File: config.mk
export PLATFORM = sky130hd
export DESIGN_NAME = pointwise_stream_harness
export DESIGN_NICKNAME = d
export VERILOG_FILES = /design/src/rtl/pointwise_stream_harness.sv
export SDC_FILE = /design/constraint.sdc
export NUM_CORES = 1
export LEC_CHECK = 0
export ABC_CLOCK_PERIOD_IN_PS = 4100
export BUFFER_PORTS_ARGS = -buffer_cell sky130_fd_sc_hd__buf_2
export CELL_PAD_IN_SITES_DETAIL_PLACEMENT = 0
export CELL_PAD_IN_SITES_GLOBAL_PLACEMENT = 1
export CORE_AREA = 2 2 110 112
export CTS_BUF_LIST = sky130_fd_sc_hd__clkbuf_4
export CTS_CLUSTER_SIZE = 28
export DETAILED_ROUTE_END_ITERATION = 16
export DIE_AREA = 0 0 112 114
export GPL_TIMING_DRIVEN = 0
export HOLD_SLACK_MARGIN = 0.05
export PLACE_DENSITY_LB_ADDON = 0.1
export SLEW_MARGIN = 20
export SYNTH_ARGS = -nofsm -noshare
export SYNTH_HDL_FRONTEND = slang
export SYNTH_SLANG_ARGS = --single-unit
File: constraint.sdc
create_clock -name clk -period 4.1 [get_ports clk]
set_input_delay 0.205 -clock clk [delete_from_list [all_inputs] [get_ports clk]]
set_output_delay 0.205 -clock clk [all_outputs]
set_load 0.05 [all_outputs]
File: src/rtl/pointwise_stream_harness.sv
// Stimulus generator and latency-aligned MISR capture for a pointwise wrapper.
// Define PW_HARNESS_LFSR_STIM_EN for Galois LFSR stimulus instead of a counter.
module pointwise_stream_harness #(
  parameter int          COUNT_W   = 16,
  parameter int          LATENCY   = 2,
  parameter logic [15:0] MISR_POLY = 16'h1021,
  parameter logic [15:0] LFSR_POLY = 16'hB400
) (
  input  logic               clk,
  input  logic               rst,
  input  logic               start,
  input  logic [COUNT_W-1:0] num_vectors,
  input  logic [15:0]        seed,
  output logic [15:0]        pw_in,
  input  logic [15:0]        pw_out,
  output logic               busy,
  output logic               done,
  output logic [15:0]        signature,
  output logic [COUNT_W-1:0] out_count
);

  typedef enum logic [1:0] {
    IDLE,
    RUN,
    DRAIN,
    DONE
  } state_t;

  localparam logic [LATENCY:0] HEAD_MASK =
    {1'b0, {LATENCY{1'b1}}};

  state_t             state;
  state_t             state_nx;
  logic [15:0]        stim;
  logic [15:0]        stim_nx;
  logic [15:0]        first_vec;
  logic [15:0]        misr_nx;
  logic [COUNT_W-1:0] issued;
  logic [COUNT_W-1:0] issued_inc;
  logic [COUNT_W-1:0] target;
  logic [LATENCY:0]   vpipe;
  logic               accept;
  logic               nv_zero;
  logic               nv_one;
  logic               tail;
  logic               last;

  function automatic logic [15:0] next_vec(
    input logic [15:0] v
  );
`ifdef PW_HARNESS_LFSR_STIM_EN
    return (v >> 1) ^ (v[0] ? LFSR_POLY : 16'h0000);
`else
    return v + 16'h0001;
`endif
  endfunction

`ifdef PW_HARNESS_LFSR_STIM_EN
  // An all-zero LFSR would lock up, so zero seeds start at 1.
  assign first_vec = (seed == 16'h0000) ? 16'h0001 : seed;
`else
  assign first_vec = seed;
`endif

  assign accept     = start && (state == IDLE || state == DONE);
  assign nv_zero    = (num_vectors == '0);
  assign nv_one     = (num_vectors == COUNT_W'(1));
  assign issued_inc = issued + 1'b1;
  assign stim_nx    = next_vec(stim);
  assign tail       = vpipe[LATENCY];
  assign last       = tail && ((vpipe & HEAD_MASK) == '0);

  assign misr_nx = {signature[14:0], 1'b0}
                 ^ (signature[15] ? MISR_POLY : 16'h0000)
                 ^ pw_out;

  assign busy = (state == RUN) || (state == DRAIN);
  assign done = (state == DONE);

  always_ff @(posedge clk or negedge rst) begin
    if (!rst) begin
      state <= IDLE;
    end else begin
      state <= state_nx;
    end
  end

  always_comb begin
    state_nx = state;
    unique case (state)
      IDLE, DONE: begin
        if (accept) begin
          if (nv_zero) begin
            state_nx = DONE;
          end else if (nv_one) begin
            state_nx = DRAIN;
          end else begin
            state_nx = RUN;
          end
        end
      end
      RUN: begin
        if (issued_inc == target) begin
          state_nx = DRAIN;
        end
      end
      DRAIN: begin
        if (last) begin
          state_nx = DONE;
        end
      end
      default: state_nx = IDLE;
    endcase
  end

  always_ff @(posedge clk or negedge rst) begin
    if (!rst) begin
      pw_in     <= 16'h0000;
      stim      <= 16'h0000;
      issued    <= '0;
      target    <= '0;
      vpipe     <= '0;
      signature <= 16'h0000;
      out_count <= '0;
    end else if (accept) begin
      target    <= num_vectors;
      stim      <= first_vec;
      signature <= 16'h0000;
      out_count <= '0;
      if (nv_zero) begin
        pw_in  <= 16'h0000;
        issued <= '0;
        vpipe  <= '0;
      end else begin
        pw_in  <= first_vec;
        issued <= COUNT_W'(1);
        vpipe  <= {{LATENCY{1'b0}}, 1'b1};
      end
    end else begin
      vpipe <= {vpipe[LATENCY-1:0], state == RUN};
      if (state == RUN) begin
        pw_in  <= stim_nx;
        stim   <= stim_nx;
        issued <= issued_inc;
      end else begin
        pw_in <= 16'h0000;
      end
      // pw_out only matters when the tail flags a live word.
      if (tail) begin
        signature <= misr_nx;
        out_count <= out_count + 1'b1;
      end
    end
  end

endmodule

==> flow_summary.ini <==
[timing]
report.final.slew_viol_count = 0
tightest_slew_ps = 679
fin_crit_ps = 2820
final.setup.tns_ps = 0
min_period_over_period_pct = 68.9
skew_ps = 15.0
fmax_mhz = 354
worst_hold_slack_ps = 186
hold_viol = 0
rsz0062_at_grt = false
slew_headroom_pct = 54.6
setup_viol = 0

[synthesis]
synth_cells = 578
syn_area_sq_mm = 0.00528
synth.ff_latch_count = 101
synth_top_cell_area_share_pct = 47.8
seq_area_frac_synth_pct = 47.8
syn_nets = 635
synth_most_common_cell = nand2_1
yosys-top-cells-area = dfrtp_1 48%, nand2_1 8.5%, xnor2_1 7.5%
synth_flop_cell = dfrtp_1
synth_edf_count = 0
synth.avg_cell_area_sq_um = 9.14
async_reset_ff_share_pct = 100
synthTopCellsByCount = 119 x nand2_1, 101 x dfrtp_1, 63 x nor2_1, 45 x xnor2_1, 45 x xor2_1
yosysUniqueCellTypes = 47
yosys.area.top_type = dfrtp_1
yosysWarnings = 0

[power]
cellPowerDensity_mw_per_mm2 = 671
leakagePower_nw = 3.07
intPower_mw = 2.33
report.power.total_mw = 4.44
swShare_pct = 47.5
power_frac_seq_pct = 36.5
combPwrFrac_pct = 50.7
clock_power_share_pct = 12.9
vdd_drop_max_mv = 0.400
power.switching_mw = 2.11

[final_layout]
final_nets = 794
fill_cells = 1081
area_delta_synth_final_pct = 25.2
antennaDiodeCount = 0
multi_input_area_sq_mm = 0.00261
seqCellArea_sq_mm = 0.00253
drive_gt1_share_pct = 17.0

[drt]
routed.top_layer = met4
met3_length_um = 462
vias = 4504
wl_um = 12900
wire_per_inst_um = 14.6
drcViolationCount = 0
drt-met1-wl_um = 6120
viasPerCell = 5.08
dr.first_iter.drc_count = 222
dr_wl_met2_um = 6250
ant_nets = 0
drt_first_pass_iters = 5

[die]
fp-row-count = 40
ios = 101
initial_core_util_pct = 45.1
die_area_sq_mm = 0.0128
die_h_um = 114
core_sq_mm = 0.0117
die-width_um = 112

[clock_tree]
cts_buffers = 9
cts_setup_buffers = 0
cts_tree = built
cts_sinks = 101
clk_path_buf_depth = 2
hold_buffers = 47
cts_root_buf = clkbuf_4
htreeDepth = 3
post_cts_resized = 0
clkTransAtPathRegs_ps = 150
clk_latency_ps = 480

[placed_design]
port_buffers = 100
hpwl_um = 8980
gp_congestion = 0.861

[setup_path]
end_kind = flop
path_class = reg -> reg
crit_path_start_kind = flop
crit_fanout = 7
worst-endpoint-arrival_ps = 3200
cp.required_ps = 4480

[global_routing]
grt_start_max_net_pins = 65
track_usage_pct = 21.5
grt_overflow = 0
grt_pass1_wl_um = 22000
antenna_found_initial = 0
grt_pass1_vias = 4524

[min_path]
hold_path.class = in -> async

[job]
cap_violations = 0

[status]
status = finished, final reports clean
[routing by layer]
| layer | up-vias | track usage (%) |
|---|---|---|
| li1 | 2246 | - |
| met1 | 2169 | 28.7 |
| met2 | 82 | 35.6 |
| met3 | 7 | 5.53 |
| met4 | 0 | 4.88 |
| met5 | - | 0 |
[logic make-up (layout without fill, tap and decap cells)]
logic type                 count (synthesis)  count (layout)  share of synthesized area [%]
AOI/OAI and AO/OA                         76              76                           8.84
xor gates and xnor gates                  90              90                           14.9
adders and majority gates                  6               6                           1.42
buffers and inverters                     34             196                           2.68
DFF                                      101             101                           47.8
muxes                                     10              10                           1.99
and+or+nand+nor                          261             261                           22.3
[state kept, by name, indices dropped and copies added (netlist names)]
signal,flops
issued,16
out_count,16
pw_in,16
signature,16
state,2
stim,16
target,16
vpipe,3
[final timing paths]
path                       startpoint           end  slack, ps  depth (start not counted)
setup / recovery            issued[0]      state[1]       1280                          8
hold / removal                    rst      state[1]        190                          2
setup reg to reg            issued[0]      state[1]       1280                          8
hold reg to reg              vpipe[0]      vpipe[1]        500                          1
max in group asynchronous         rst  signature[8]       3280                          3
min in group clk                start      vpipe[2]        190                          3
[metrics by stage]
stage / cells / setup slack, ps / utilization (%) / cell area, sq um
final: 887 / 1280 / 56.5 / 6620
after global routing: 887 / 1080 / 56.5 / 6620
after CTS: 887 / 1280 / 56.5 / 6620
after detailed placement: 826 / 1310 / 51.2 / 6000
after global placement: 825 / 1310 / 51.0 / 5970
after floorplan: 578 / 1410 / - / 5280
[placed cells by master (no fill, tap or decap), types with 8 or more instances in the layout]
cell	count
nor2_1	63
dlygate4sd3_1	47
xor2_1	45
a21oi_1	8
a211oi_1	16
xnor2_1	45
and3_1	17
clkbuf_1	21
nand2_1	119
nand3_1	19
buf_2	104
dfrtp_1	101
o21ai_0	38
nand4_1	11
clkbuf_4	9
[critical path, stage by stage (launching register included)]
cell       delay (ps)
dfrtp_1           470
ha_1              280
nand3_1           260
nor3_1            470
mux2_1            370
a31oi_1           150
o2111ai_1         180
o21ai_2           210
mux2_1            340
[power groups by stage]
stage	clock network, mW	registers, mW	logic [mW]
after floorplan	0	2.05	1.22
after global placement	0	1.63	2.20
after detailed placement	0	1.64	2.23
after CTS	0.602	1.62	2.27
after global routing	0.633	1.68	2.49
final	0.571	1.62	2.25
[cell type report]
type	count	share of cell area [%]
buffer	29	1.85
clock buffer	9	1.02
clock inverter	5	1.15
inverter	5	0.284
multi-input combinational	443	39.5
sequential	101	38.2
tap	147	2.78
timing repair buffer	148	15.2
(Power assumes the default switching activity.)
